File: src/rtl/id_ex_hazard_stage_if.sv
// Decode-to-execute bundle: decode-side fields in, registered EX-side fields out.
// The master drives decode fields; the slave (the pipeline stage) drives EX fields.
interface id_ex_hazard_stage_if #(
    parameter int unsigned DATA_W = 128,
    parameter int unsigned REG_W  = 4
);
    // Decode side
    logic              valid_i;
    logic [DATA_W-1:0] R2res_i;
    logic [DATA_W-1:0] R3res_i;
    logic [REG_W-1:0]  R2_i;
    logic [REG_W-1:0]  R3_i;
    logic [REG_W-1:0]  DestR_i;
    logic [1:0]        ExtndSel_i;
    logic              VF_i;
    logic              RegWrite_i;
    logic              MemRead_i;
    logic              flush_i;

    // Execute side
    logic              stall_o;
    logic              valid_o;
    logic              RegWrite_o;
    logic              MemRead_o;
    logic              VF_o;
    logic [DATA_W-1:0] R2res_o;
    logic [DATA_W-1:0] R3res_o;
    logic [REG_W-1:0]  R2_o;
    logic [REG_W-1:0]  R3_o;
    logic [REG_W-1:0]  DestR_o;
    logic [1:0]        ExtndSel_o;
    logic [15:0]       stall_cnt_o;

    modport master (
        output valid_i, R2res_i, R3res_i, R2_i, R3_i, DestR_i, ExtndSel_i,
        output VF_i, RegWrite_i, MemRead_i, flush_i,
        input  stall_o, valid_o, RegWrite_o, MemRead_o, VF_o, R2res_o, R3res_o,
        input  R2_o, R3_o, DestR_o, ExtndSel_o, stall_cnt_o
    );

    modport slave (
        input  valid_i, R2res_i, R3res_i, R2_i, R3_i, DestR_i, ExtndSel_i,
        input  VF_i, RegWrite_i, MemRead_i, flush_i,
        output stall_o, valid_o, RegWrite_o, MemRead_o, VF_o, R2res_o, R3res_o,
        output R2_o, R3_o, DestR_o, ExtndSel_o, stall_cnt_o
    );
endinterface

File: src/rtl/id_ex_hazard_stage.sv
// ID/EX pipeline register with load-use hazard detection.
// A load in EX whose destination is read by the instruction in decode stalls
// decode for LOAD_STALL cycles, filling EX with bubbles meanwhile. flush_i kills
// the instruction being captured and abandons any stall in progress.
module id_ex_hazard_stage #(
    parameter int unsigned DATA_W     = 128,
    parameter int unsigned REG_W      = 4,
    parameter int unsigned LOAD_STALL = 1   // legal 1..7
) (
    input logic                 clk,
    input logic                 rst,
    id_ex_hazard_stage_if.slave bus
);

    localparam logic IDLE  = 1'b0;
    localparam logic STALL = 1'b1;

    // Remaining stall cycles after the hazard cycle itself
    localparam logic [2:0] CNT_LOAD    = 3'(LOAD_STALL - 1);
    localparam bit         MULTI_STALL = (LOAD_STALL > 1);

    logic       state_q, state_d;
    logic [2:0] cnt_q, cnt_d;

    logic              valid_q;
    logic              reg_write_q;
    logic              mem_read_q;
    logic              vf_q;
    logic [DATA_W-1:0] r2res_q;
    logic [DATA_W-1:0] r3res_q;
    logic [REG_W-1:0]  r2_q;
    logic [REG_W-1:0]  r3_q;
    logic [REG_W-1:0]  dest_r_q;
    logic [1:0]        extnd_sel_q;
    logic [15:0]       stall_cnt_q;

    logic use2;
    logic use3;
    logic hazard;
    logic stall;
    logic bubble;

    // R3 is only a source for the ExtndSel == 2'b10 encoding
    assign use2 = bus.ExtndSel_i[1];
    assign use3 = bus.ExtndSel_i[1] & ~bus.ExtndSel_i[0];

    // Load in EX whose result the decode instruction needs; register 0 never hazards
    assign hazard = bus.valid_i & valid_q & mem_read_q & reg_write_q
                  & (dest_r_q != '0) & (vf_q == bus.VF_i)
                  & ((use2 & (bus.R2_i == dest_r_q)) | (use3 & (bus.R3_i == dest_r_q)));

    // Next-state, stall and bubble decision; flush overrides everything
    always_comb begin
        state_d = state_q;
        cnt_d   = cnt_q;
        stall   = 1'b0;
        bubble  = 1'b0;
        if (bus.flush_i) begin
            bubble  = 1'b1;
            state_d = IDLE;
            cnt_d   = '0;
        end else begin
            case (state_q)
                IDLE: begin
                    if (hazard) begin
                        stall  = 1'b1;
                        bubble = 1'b1;
                        if (MULTI_STALL) begin
                            state_d = STALL;
                            cnt_d   = CNT_LOAD;
                        end
                    end
                end
                STALL: begin
                    // EX holds a bubble here, so the hazard is not re-checked
                    stall  = 1'b1;
                    bubble = 1'b1;
                    cnt_d  = cnt_q - 3'd1;
                    if (cnt_q == 3'd1) begin
                        state_d = IDLE;
                    end
                end
                default: begin
                    state_d = IDLE;
                    cnt_d   = '0;
                end
            endcase
        end
    end

    // FSM state and stall countdown
    always_ff @(posedge clk or negedge rst) begin
        if (!rst) begin
            state_q <= IDLE;
            cnt_q   <= '0;
        end else begin
            state_q <= state_d;
            cnt_q   <= cnt_d;
        end
    end

    // Pipeline register: capture decode fields or load an all-zero bubble
    always_ff @(posedge clk or negedge rst) begin
        if (!rst) begin
            valid_q     <= 1'b0;
            reg_write_q <= 1'b0;
            mem_read_q  <= 1'b0;
            vf_q        <= 1'b0;
            r2res_q     <= '0;
            r3res_q     <= '0;
            r2_q        <= '0;
            r3_q        <= '0;
            dest_r_q    <= '0;
            extnd_sel_q <= '0;
        end else if (bubble) begin
            valid_q     <= 1'b0;
            reg_write_q <= 1'b0;
            mem_read_q  <= 1'b0;
            vf_q        <= 1'b0;
            r2res_q     <= '0;
            r3res_q     <= '0;
            r2_q        <= '0;
            r3_q        <= '0;
            dest_r_q    <= '0;
            extnd_sel_q <= '0;
        end else begin
            valid_q     <= bus.valid_i;
            reg_write_q <= bus.RegWrite_i;
            mem_read_q  <= bus.MemRead_i;
            vf_q        <= bus.VF_i;
            r2res_q     <= bus.R2res_i;
            r3res_q     <= bus.R3res_i;
            r2_q        <= bus.R2_i;
            r3_q        <= bus.R3_i;
            dest_r_q    <= bus.DestR_i;
            extnd_sel_q <= bus.ExtndSel_i;
        end
    end

    // Saturating count of cycles spent stalling decode
    always_ff @(posedge clk or negedge rst) begin
        if (!rst) begin
            stall_cnt_q <= '0;
        end else if (stall && (stall_cnt_q != 16'hFFFF)) begin
            stall_cnt_q <= stall_cnt_q + 16'd1;
        end
    end

    assign bus.stall_o     = stall;
    assign bus.valid_o     = valid_q;
    assign bus.RegWrite_o  = reg_write_q;
    assign bus.MemRead_o   = mem_read_q;
    assign bus.VF_o        = vf_q;
    assign bus.R2res_o     = r2res_q;
    assign bus.R3res_o     = r3res_q;
    assign bus.R2_o        = r2_q;
    assign bus.R3_o        = r3_q;
    assign bus.DestR_o     = dest_r_q;
    assign bus.ExtndSel_o  = extnd_sel_q;
    assign bus.stall_cnt_o = stall_cnt_q;

endmodule

File: src/flat_wrapper.sv
// flat-port wrapper written by rule: the top's interface ports become plain ports
module id_ex_hazard_stage_flat 
#(
    parameter int unsigned DATA_W     = 128,
    parameter int unsigned REG_W      = 4,
    parameter int unsigned LOAD_STALL = 1                
)
  (clk, rst, bus_valid_i, bus_R2res_i, bus_R3res_i, bus_R2_i, bus_R3_i, bus_DestR_i, bus_ExtndSel_i, bus_VF_i, bus_RegWrite_i, bus_MemRead_i, bus_flush_i, bus_stall_o, bus_valid_o, bus_RegWrite_o, bus_MemRead_o, bus_VF_o, bus_R2res_o, bus_R3res_o, bus_R2_o, bus_R3_o, bus_DestR_o, bus_ExtndSel_o, bus_stall_cnt_o);
  id_ex_hazard_stage_if #(.DATA_W(DATA_W), .REG_W(REG_W)) bus_i ();
  input logic clk;
  input logic rst;
  input wire logic [$bits(bus_i.valid_i)-1:0] bus_valid_i;
  input wire logic [$bits(bus_i.R2res_i)-1:0] bus_R2res_i;
  input wire logic [$bits(bus_i.R3res_i)-1:0] bus_R3res_i;
  input wire logic [$bits(bus_i.R2_i)-1:0] bus_R2_i;
  input wire logic [$bits(bus_i.R3_i)-1:0] bus_R3_i;
  input wire logic [$bits(bus_i.DestR_i)-1:0] bus_DestR_i;
  input wire logic [$bits(bus_i.ExtndSel_i)-1:0] bus_ExtndSel_i;
  input wire logic [$bits(bus_i.VF_i)-1:0] bus_VF_i;
  input wire logic [$bits(bus_i.RegWrite_i)-1:0] bus_RegWrite_i;
  input wire logic [$bits(bus_i.MemRead_i)-1:0] bus_MemRead_i;
  input wire logic [$bits(bus_i.flush_i)-1:0] bus_flush_i;
  output wire logic [$bits(bus_i.stall_o)-1:0] bus_stall_o;
  output wire logic [$bits(bus_i.valid_o)-1:0] bus_valid_o;
  output wire logic [$bits(bus_i.RegWrite_o)-1:0] bus_RegWrite_o;
  output wire logic [$bits(bus_i.MemRead_o)-1:0] bus_MemRead_o;
  output wire logic [$bits(bus_i.VF_o)-1:0] bus_VF_o;
  output wire logic [$bits(bus_i.R2res_o)-1:0] bus_R2res_o;
  output wire logic [$bits(bus_i.R3res_o)-1:0] bus_R3res_o;
  output wire logic [$bits(bus_i.R2_o)-1:0] bus_R2_o;
  output wire logic [$bits(bus_i.R3_o)-1:0] bus_R3_o;
  output wire logic [$bits(bus_i.DestR_o)-1:0] bus_DestR_o;
  output wire logic [$bits(bus_i.ExtndSel_o)-1:0] bus_ExtndSel_o;
  output wire logic [$bits(bus_i.stall_cnt_o)-1:0] bus_stall_cnt_o;
  assign bus_i.valid_i = bus_valid_i;
  assign bus_i.R2res_i = bus_R2res_i;
  assign bus_i.R3res_i = bus_R3res_i;
  assign bus_i.R2_i = bus_R2_i;
  assign bus_i.R3_i = bus_R3_i;
  assign bus_i.DestR_i = bus_DestR_i;
  assign bus_i.ExtndSel_i = bus_ExtndSel_i;
  assign bus_i.VF_i = bus_VF_i;
  assign bus_i.RegWrite_i = bus_RegWrite_i;
  assign bus_i.MemRead_i = bus_MemRead_i;
  assign bus_i.flush_i = bus_flush_i;
  assign bus_stall_o = bus_i.stall_o;
  assign bus_valid_o = bus_i.valid_o;
  assign bus_RegWrite_o = bus_i.RegWrite_o;
  assign bus_MemRead_o = bus_i.MemRead_o;
  assign bus_VF_o = bus_i.VF_o;
  assign bus_R2res_o = bus_i.R2res_o;
  assign bus_R3res_o = bus_i.R3res_o;
  assign bus_R2_o = bus_i.R2_o;
  assign bus_R3_o = bus_i.R3_o;
  assign bus_DestR_o = bus_i.DestR_o;
  assign bus_ExtndSel_o = bus_i.ExtndSel_o;
  assign bus_stall_cnt_o = bus_i.stall_cnt_o;
  id_ex_hazard_stage #(.DATA_W(DATA_W), .REG_W(REG_W), .LOAD_STALL(LOAD_STALL)) u_core (.clk(clk), .rst(rst), .bus(bus_i));
endmodule
File: config.mk
export PLATFORM = sky130hd
export DESIGN_NAME = id_ex_hazard_stage_flat
export DESIGN_NICKNAME = d
export VERILOG_FILES = /design/src/rtl/id_ex_hazard_stage_if.sv /design/src/rtl/id_ex_hazard_stage.sv /design/src/flat_wrapper.sv
export SDC_FILE = /design/constraint.sdc
export NUM_CORES = 1
export LEC_CHECK = 0
export CAP_MARGIN = 10
export CORE_AREA = 2 2 221 223
export DETAILED_ROUTE_END_ITERATION = 7
export DIE_AREA = 0 0 223 225
export SLEW_MARGIN = 40
export SYNTH_ARGS = -nofsm -noshare
export SYNTH_HDL_FRONTEND = slang
export SYNTH_SLANG_ARGS = --single-unit
File: constraint.sdc
create_clock -name clk -period 3 [get_ports clk]
set_input_delay 0.3 -clock clk [delete_from_list [all_inputs] [get_ports clk]]
set_output_delay 0.3 -clock clk [all_outputs]
set_load 0.03 [all_outputs]
After elaboration in Yosys (flattened, before gate mapping). Cells that the tools add are included.

Logic and storage cells: 54. Bits of input ports: 277. Register bits: 294.

Equal/unequal tests: 5. Add/subtract/negate cells: 2. Reductions and logical operators: 3. Bitwise logic cells: 12. Mux-type cells: 19.

Operator list (count): $mux 128 (2); $add 16x1->16 const B (1); $ne 16x16->1 const B (1); $mux 4 (3); $mux 1 (10); $and 1x1->1 (9); $eq 4x4->1 (2); $mux 3 (2); $reduce_bool 4->1 (1); $eq 3x1->1 const B (1); $sub 3x1->3 const B (1); $mux 2 (1); $not 1->1 (2); $pmux 1 s2 (1); $reduce_bool 2->1 (1); $eq 1x1->1 (1); $logic_and 1x1->1 (1); $or 1x1->1 (1).

Depth between registers and ports, before layout. Gate-level depths: netlist of run 1.

Word-level depth: 10. Mapped depth: 7. Gate-level depth less buffers: 6.

Worst setup path before layout of run 1. No wires, ideal clock.

Path kind: reg-to-output. Start point: reg u_core.dest_r_q[1] (netlist: u_core.bus.DestR_o[1]). End point: out bus_stall_o. Slack: 825 ps. Cell stages (with the launch flop): 6. Buffers on the path: 1. Data arrival time: 1875 ps. Path through: dfrtp_1 -> nor4_1 -> o41a_1 -> nor2_1 -> clkbuf_1 -> and2_1.

Word-level cells in the longest chain between the ends: 7.

RTL lines: from (decl) (line id_ex_hazard_stage.sv:33) `logic [REG_W-1:0] dest_r_q;`; from (signal assigned) (line id_ex_hazard_stage.sv:135) `dest_r_q <= bus.DestR_i;`; $eq 4x4->1 / $reduce_bool 4->1 (equally long branches) (line id_ex_hazard_stage.sv:50, id_ex_hazard_stage.sv:49); $and 1x1->1, on equally long branches (line id_ex_hazard_stage.sv:50, id_ex_hazard_stage.sv:49); $or 1x1->1 / $and 1x1->1 (equally long branches) (line id_ex_hazard_stage.sv:50, id_ex_hazard_stage.sv:49); $and 1x1->1 * (line id_ex_hazard_stage.sv:50) `& ((use2 & (bus.R2_i == dest_r_q)) | (use3 & (bus.R3_i == dest_r_q)));`; $mux 1 * (line id_ex_hazard_stage.sv:65) `if (hazard) begin`; $pmux 1 s2 * (line id_ex_hazard_stage.sv:63) `case (state_q)`; $mux 1 * (line id_ex_hazard_stage.sv:58) `if (bus.flush_i) begin`; to (decl) (line flat_wrapper.sv:23) `output wire logic [$bits(bus_i.stall_o)-1:0] bus_stall_o;`.

Every way passes the cells marked *; elsewhere a longest branch is shown, timed or not.

Final worst setup path of run 1. Ends and elaborated chain as after synthesis.

==> impl_metrics.toml, run 1 <==
[hold_path]
min_path_cells = 2
hold_class = "in -> reg"

[logic_synthesis]
ys_warn_count = 0
synth_nets = 981
synth_ff_type = "dfrtp_1"
avgSynthCellArea_um2 = 14.1
syn_inst = 701
synth-edff-count = 0
async_flop_share_pct = 100
netlist_area_um2 = 9880
ys_seq_elements = 294
ys_types = 25
yosysSeqAreaShare_pct = 74.5

[final_layout]
fin_area_um2 = 17500
layout-area-overhead-vs-synth_pct = 77.5
drive_above_1_share_pct = 5.56
nets = 1571
fin_util_pct = 36.9
fin_cells = 1929

[timing]
hold_viol = 0
setup_viol = 0
max_freq_mhz = 391
fin_hold_ws_ns = 0.327
finalMaxSlewViolations = 0
fin_crit_sh_pct = 85.2
slew_headroom_pct = 58.0
tightest_slew_ns = 0.630
setup_tns_ns = 0
setup_ws_ns = 0.444
rsz0062_at_grt = "no"
fin_skew_ns = 0.0126
fin_crit_ns = 2.56

[clock_network]
cts_tree = "done"
insertion_delay_ns = 0.52
cts_buffers = 35
cts.clk_slew.worst_paths_ns = 0.06
clock-root-buffer = "clkbuf_16"
post_cts_resized = 0
cts.sinks = 294
cts_buffer_depth = 3
htreeDepth = 2

[floorplan]
coreArea_um2 = 47500
start_util_pct = 20.8
die_h_um = 225
die_width_um = 223
rows = 80
io_pins = 568
die_area_um2 = 50200

[worst_setup_path]
r2r_cells = 6
startpoint_type = "register"
critPathMaxFanout = 12
critPathRequiredTime_ns = 2.70
cp-end-kind = "primary output"
crit_type = "reg -> out"
arrival_ns = 2.26

[job]
maxCapViolations = 0

[detailed_routing]
first_pass_iters = 4
drt_iter0_markers = 215
ant_nets = 0
via_count = 7298
drc_errors = 0
viasPerCell = 3.78
wl_um = 33800
routedWlPerCell_um = 17.5

[global_route]
overflow = 0
grt_pass1_wl_um = 49400
grt_use_total_pct = 13.1
grt_pass1_vias = 7851
antenna_found_initial = 6
grt_max_degree = 100

[pwr]
pwr-share-clk_pct = 41.4
power_density_nw_per_um2 = 561
netSwitchingFraction_pct = 24.8
share_comb_of_total_power_pct = 15.5
p_leak_nw = 7.49
finalPower_mw = 9.83
ir_worst_vdd_mv = 0.365
p_sw_mw = 2.44
power.internal_mw = 7.39
p_seq_share_pct = 43.0

[place]
placed_area_um2 = 16400
hpwl_um = 26200
post-place-ws_ns = 0.582
numPortBuffers = 567
place.gp.congestion = 0.818
dp.cells = 1868

[run_status]
status = "completed"
==> flip-flops by register name, summed over array words and instances, names as in the netlist, 2 cells and up <==
signal,flops
u_core.bus.DestR_o,4
u_core.bus.ExtndSel_o,2
u_core.bus.R2_o,4
u_core.bus.R2res_o,128
u_core.bus.R3_o,4
u_core.bus.R3res_o,128
u_core.bus.stall_cnt_o,16
u_core.cnt_q,3
==> layer usage <==
layer | vias to the layer above | wire (µm) | GRT usage (%)
met5 | - | 46 | 0
met4 | 8 | 972 | 4.33
met3 | 69 | 3590 | 6.17
met2 | 354 | 17000 | 23.0
met1 | 3518 | 12200 | 14.0
li1 | 3349 | - | -
==> cell usage in the layout (no fill, tap or decap), types with 2 or more instances in the layout <==
cell,synthesis,routed
buf_4,0,11
nor2_1,8,8
and2_1,275,275
clkinv_2,0,2
clkbuf_16,0,37
inv_1,6,6
nor4_1,4,4
a21oi_1,3,3
xor2_1,4,4
nand4_1,6,6
a211oi_1,2,2
nand3_1,18,18
nor3b_2,3,3
nand2b_1,2,2
ha_1,3,3
clkbuf_1,30,12
xnor2_1,22,22
nor3_1,4,4
clkbuf_8,0,5
nand2_1,7,7
buf_12,0,7
dfrtp_1,294,294
mux2_2,2,2
clkdlybuf4s50_1,0,565
==> critical path, stage by stage, from the launching register on <==
cell and delay (ns):
dfrtp_1 0.41, nor4_1 0.46, o41a_1 0.28, nor2_1 0.05, buf_4 0.19, and2_1 0.20
buf_12 0.14
==> final cells by class <==
| cell class | count | area (µm²) |
|---|---|---|
| fillers | 4639 | 30000 |
| clock inverters | 5 | 56.3 |
| repair buffers | 585 | 5900 |
| well taps | 615 | 769 |
| flip-flops and latches | 294 | 7360 |
| multi-input cells | 369 | 2380 |
| inverters | 6 | 22.5 |
| diodes | 1 | 2.50 |
| clock buffers | 54 | 1040 |
==> Yosys cell counts (2+ instances only) <==
library cell    n  area share, %
xor2_1          4           0.35
mux2_2          2           0.23
nand2b_1        2           0.13
nor3b_2         3           0.38
inv_1           6           0.23
nand2_1         7           0.27
buf_2           2           0.10
and2_1        275             17
nor4_1          4           0.25
nor3_1          4           0.20
xnor2_1        22            2.0
a21oi_1         3           0.15
nand3_1        18           0.91
nor2_1          8           0.30
dfrtp_1       294             74
nand4_1         6           0.38
clkbuf_1       30            1.1
a211oi_1        2           0.15
ha_1            3           0.38
==> logic make-up (layout without fill, tap and decap cells) <==
family | after synthesis | after routing | synth area share [%]
other cells | 0 | 1 | 0
xor+xnor | 26 | 26 | 2.31
simple gates | 329 | 329 | 20.4
compound gates | 9 | 9 | 0.671
mux | 2 | 2 | 0.228
buf+inv | 38 | 650 | 1.47
flops | 294 | 294 | 74.5
fa+ha+maj | 3 | 3 | 0.380
==> power groups by stage <==
stage	sequential (mW)	combinational, mW	clock [mW]
6_report	4.23	1.53	4.07
4_1_cts	4.23	1.55	4.23
5_1_grt	4.24	1.62	4.40
2_1_floorplan	4.70	0.181	0
3_5_place_dp	4.30	1.55	0
3_3_place_gp	4.29	1.54	0
==> path summary, 6_finish.rpt <==
kind                                        endpoint                       from  slack (ns)
min in group asynchronous     u_core.bus.R3res_o[93]                        rst        0.35
min                          u_core.bus.R2res_o[105]           bus_R2res_i[105]        0.33
max                                      bus_stall_o      u_core.bus.DestR_o[1]        0.44
max in group asynchronous  u_core.bus.stall_cnt_o[0]                        rst        1.80
min reg2reg                u_core.bus.stall_cnt_o[8]  u_core.bus.stall_cnt_o[8]        0.49
max reg2reg                   u_core.bus.R3res_o[73]      u_core.bus.DestR_o[1]        0.76
==> repair_timing <==
action	4_1_cts	5_1_grt
hold endpoints to repair	68	0
hold buffers	1	0
buffers inserted	0	0
No activity file was read; power rests on OpenSTA's default activity.
==> inputs of run 2 (changes only) <==
Settings changed: RECOVER_POWER set to 25.
==> run 2 against run 1 <==
Against the previous run:
- the flow now finishes with violations (capacitance limit, slew limit)
- flip-flop and latch count stayed put
- critical path type unchanged
- largest power group unchanged
- sequential power hardly changed
- worst hold slack hardly changed
- critical endpoint unchanged
==> impl_metrics.toml, run 2 (synthesized netlist as in run 1, its figures left out) <==
[pwr]
ir_worst_vdd_mv = 0.364
p_leak_nw = 7.48
power_density_nw_per_um2 = 561

[global_route]
grt_use_total_pct = 13.1
overflow = 0
grt_pass1_wl_um = 49400
antenna_found_initial = 6
grt_max_degree = 100
grt_pass1_vias = 7851

[place]
hpwl_um = 26200
place.gp.congestion = 0.818
numPortBuffers = 567

[final_layout]
layout-area-overhead-vs-synth_pct = 77.4
fin_util_pct = 36.8
drive_above_1_share_pct = 5.48
nets = 1571
layout_common_cells = "clkdlybuf4s50_1 (565), dfrtp_1 (294), and2_1 (275)"
final_common_cell = "clkdlybuf4s50_1"
fillerInstances = 4641

[worst_setup_path]
critPathRequiredTime_ns = 2.70
cp-end-kind = "primary output"
slowest_stage = "nor4_1"
rrSetupSlack_ns = 0.76
cpPeakStageDelay_ns = 0.47
crit_type = "reg -> out"
r2r_cells = 6
arrival_ns = 2.26
critPathMaxFanout = 12
critPathLaunch = "u_core.bus.DestR_o[1]"
worstPathCellList = "nor4_1 > o41a_1 > nor2_1 > buf_4 > and2_1 > buf_12"
timing.rr.end = "u_core.bus.R3res_o[73]"
r2r-start = "u_core.bus.DestR_o[1]"
startpoint_type = "register"
endpoint = "bus_stall_o"

[clock_network]
cts.sinks = 294
post_cts_resized = 0
clock-root-buffer = "clkbuf_16"
htreeDepth = 2
postCtsHoldBufs = 1
cts_buffer_depth = 3
insertion_delay_ns = 0.52
cts_tree = "done"
cts.clk_slew.worst_paths_ns = 0.06
cts_setup_buffers = 0
cts_buffers = 35

[timing]
setup_tns_ns = 0
slew_headroom_pct = -37.9
fin_skew_ns = 0.0122
setup_viol = 0
fin_crit_sh_pct = 85.3
fin_crit_ns = 2.56
tightest_slew_ns = 2.07
max_freq_mhz = 391
rsz0062_at_grt = "no"
finalMaxSlewViolations = 74
hold_viol = 0

[detailed_routing]
viasPerCell = 3.80
first_pass_iters = 4
wl_um = 33800
drc_errors = 0
met1Wirelength_um = 12200
ant_nets = 0
met2WireLength_um = 17000
met3_length_um = 3570
routedWlPerCell_um = 17.5
drt_iter0_markers = 236
top_layer = "met5"
via_count = 7327

[floorplan]
coreArea_um2 = 47500
rows = 80
start_util_pct = 20.8
die_area_um2 = 50200
die_width_um = 223
io_pins = 568
die_h_um = 225

[run_status]
status = "finished with violations"
violations = "capacitance limit, slew limit"

[job]
maxCapViolations = 1

[hold_path]
hold_class = "in -> reg"
min_path_cells = 2
==> run 2: routing by layer <==
metal  track usage, %  vias to the layer above
met4             4.33                        8
met2             23.0                      351
met3             6.17                       69
li1                 -                     3349
met1             14.0                     3550
met5                0                        -
==> run 2: area by class of cell <==
cell class                      count  area (µm²)  share of cell area (%)
Tap cell                          615         769                    4.39
Multi-Input combinational cell    369        2380                    13.6
Timing Repair Buffer              585        5890                    33.6
Inverter                            6        22.5                   0.129
Clock inverter                      5        56.3                   0.321
Antenna cell                        1        2.50                  0.0143
Clock buffer                       54        1040                    5.94
Sequential cell                   294        7360                    42.0
==> run 2: through the flow <==
step           hold slack, ns  power (mW)  cell area, µm²  std cells  worst slack, ns
5_1_grt                 0.291        10.3           17500       1928            0.181
6_report                0.327        9.83           17500       1929            0.442
4_1_cts                 0.285        10.0           17500       1928            0.375
2_1_floorplan         0.00441        4.88            9880        701            0.825
3_5_place_dp            0.341        5.85           16400       1868            0.582
3_3_place_gp            0.336        5.83           16400       1868            0.560
==> run 2: how the worst min path moves through the flow <==
stage                                    to  slack (ns)              from
finish              u_core.bus.R2res_o[105]        0.33  bus_R2res_i[105]
CTS                 u_core.bus.R2res_o[105]        0.28  bus_R2res_i[105]
global placement     u_core.bus.R3res_o[96]        0.34               rst
global route        u_core.bus.R2res_o[112]        0.29  bus_R2res_i[112]
detailed placement   u_core.bus.R3res_o[96]        0.34               rst
floorplan             u_core.bus.DestR_o[0]       0.004               rst
==> run 2: critical path, delay by kind of cell, from the launching register on <==
kind	cells	cell delay, ns
AO/OA/AOI/OAI	1	0.28
buffers and inverters	2	0.33
flip-flops	1	0.41
AND/OR/NAND/NOR	3	0.72
==> run 2: power breakdown <==
group | total (mW) | switching [mW] | internal [mW]
clock network | 4.07 | 1.61 | 2.46
registers | 4.23 | 0.0664 | 4.16
logic | 1.53 | 0.761 | 0.764
total | 9.83 | 2.44 | 7.39
==> inputs of run 3 (changes only) <==
Settings changed: CAP_MARGIN 10 to 30, CELL_PAD_IN_SITES_DETAIL_PLACEMENT set to 0, CELL_PAD_IN_SITES_GLOBAL_PLACEMENT set to 1, CORE_AREA 2 2 221 223 to 2 2 223 225, CTS_CLUSTER_DIAMETER set to 40, DIE_AREA 0 0 223 225 to 0 0 225 227, PLACE_DENSITY_LB_ADDON set to 0.1.
==> run 3 against run 2 <==
Against the previous run:
- the run now ends clean
- critical path depth fell by 1
- sequential share of layout area is 2.6 points lower
- first-iteration DRC count decreased by 3.0%
- critical path type unchanged
- largest cell class unchanged
- largest power group is now clock
- highest routed layer unchanged
==> impl_metrics.toml, run 3 (synthesized netlist as in run 1, its figures left out) <==
[floorplan]
io_pins = 568
coreArea_um2 = 48500
rows = 81
die_h_um = 227
die_area_um2 = 51100
die_width_um = 225
start_util_pct = 20.3

[clock_network]
cts.clk_slew.worst_paths_ns = 0.05
cts_tree = "done"
insertion_delay_ns = 0.59
htreeDepth = 2
cts.sinks = 294
postCtsHoldBufs = 1
clock-root-buffer = "clkbuf_16"
cts_buffers = 61
post_cts_resized = 0
cts_setup_buffers = 0
cts_buffer_depth = 3

[detailed_routing]
via_count = 7397
drt_iter0_markers = 229
drc_errors = 0
ant_nets = 0
top_layer = "met5"
wl_um = 37400
met3_length_um = 4560
first_pass_iters = 4
met1Wirelength_um = 13200
routedWlPerCell_um = 18.8
met2WireLength_um = 18500
viasPerCell = 3.71

[global_route]
grt_pass1_vias = 7888
grt_use_total_pct = 14.3
overflow = 0
grt_pass1_wl_um = 53100
antenna_found_initial = 6
grt_max_degree = 140

[timing]
setup_viol = 0
max_freq_mhz = 388
fin_skew_ns = 0.0162
setup_ws_ns = 0.423
fin_crit_sh_pct = 85.9
setup_tns_ns = 0
tightest_slew_ns = 1.42
hold_viol = 0
finalMaxSlewViolations = 0
fin_crit_ns = 2.58
rsz0062_at_grt = "no"
slew_headroom_pct = 5.25

[pwr]
finalPower_mw = 13.1
ir_worst_vdd_mv = 0.399
p_leak_nw = 8.04
power_density_nw_per_um2 = 701

[hold_path]
hold_class = "in -> reg"

[place]
place.gp.congestion = 0.755
numPortBuffers = 567
post-place-ws_ns = 0.604
hpwl_um = 27700

[worst_setup_path]
startpoint_type = "register"
critPathRequiredTime_ns = 2.70
cpPeakStageDelay_ns = 0.45
arrival_ns = 2.28
critPathMaxFanout = 6
crit_type = "reg -> out"
path_buf_inv = 1
slowest_stage = "o41a_1"
worstPathCellList = "nor4_1 > o41a_1 > nor2_1 > and2_1 > buf_4"
crit_family = "simple AND/OR/NAND/NOR gates"
cp-end-kind = "primary output"

[final_layout]
nets = 1595
final_common_cell = "clkdlybuf4s50_1"
fillerInstances = 4760
drive_above_1_share_pct = 9.80
layout_common_cells = "clkdlybuf4s50_1 (565), dfrtp_1 (294), and2_1 (275)"
layout-area-overhead-vs-synth_pct = 89.0

[run_status]
status = "completed"

[job]
maxCapViolations = 0
==> run 3: power breakdown <==
part           switching (mW)  internal, mW
logic                   0.766         0.756
clock network            2.26          5.07
registers              0.0624          4.17
total                    3.09          9.99
==> run 3: area by class of cell <==
type / instances / area [µm²] / area share [%]
inverter: 6 / 22.5 / 0.121
multi-input combinational: 369 / 2380 / 12.8
sequential: 294 / 7360 / 39.4
antenna: 3 / 7.51 / 0.0402
tap: 622 / 778 / 4.17
timing repair buffer: 583 / 5840 / 31.3
clock inverter: 40 / 564 / 3.02
clock buffer: 75 / 1710 / 9.16
==> run 3: final timing paths <==
path                                      startpoint                   endpoint  slack, ns  cells past startpoint
setup reg to reg               u_core.bus.DestR_o[1]     u_core.bus.R2res_o[31]       0.74                      6
min in group asynchronous                        rst     u_core.bus.R2res_o[99]       0.58                      2
setup / recovery               u_core.bus.DestR_o[1]                bus_stall_o       0.42                      5
hold reg to reg            u_core.bus.stall_cnt_o[8]  u_core.bus.stall_cnt_o[8]       0.51                      1
max in group asynchronous                        rst     u_core.bus.R2res_o[66]       0.82                      3
hold / removal                      bus_R2res_i[104]    u_core.bus.R2res_o[104]       0.26                      2
==> run 3: per-stage QoR <==
stage               utilization, %  hold slack [ns]  cells  instance area, µm²
floorplan                        -          0.00441    701                9880
global placement              33.8            0.418   1872               16400
detailed placement            33.8            0.422   1872               16400
CTS                           38.5            0.207   1988               18700
global route                  38.4            0.225   1991               18700
finish                        38.4            0.259   1992               18700
==> run 3: routing by layer <==
layer	track usage [%]	vias up
met3	7.82	70
li1	-	3441
met4	5.26	6
met5	0	-
met2	23.9	364
met1	15.1	3516
==> run 3: worst reg2reg max path, delay by kind of cell, from the launching register on <==
kind / cells / cell delay, ns
AOI/OAI and AO/OA: 1 / 0.33
buffers and inverters: 2 / 0.53
DFF: 1 / 0.44
and+or+nand+nor: 3 / 0.91
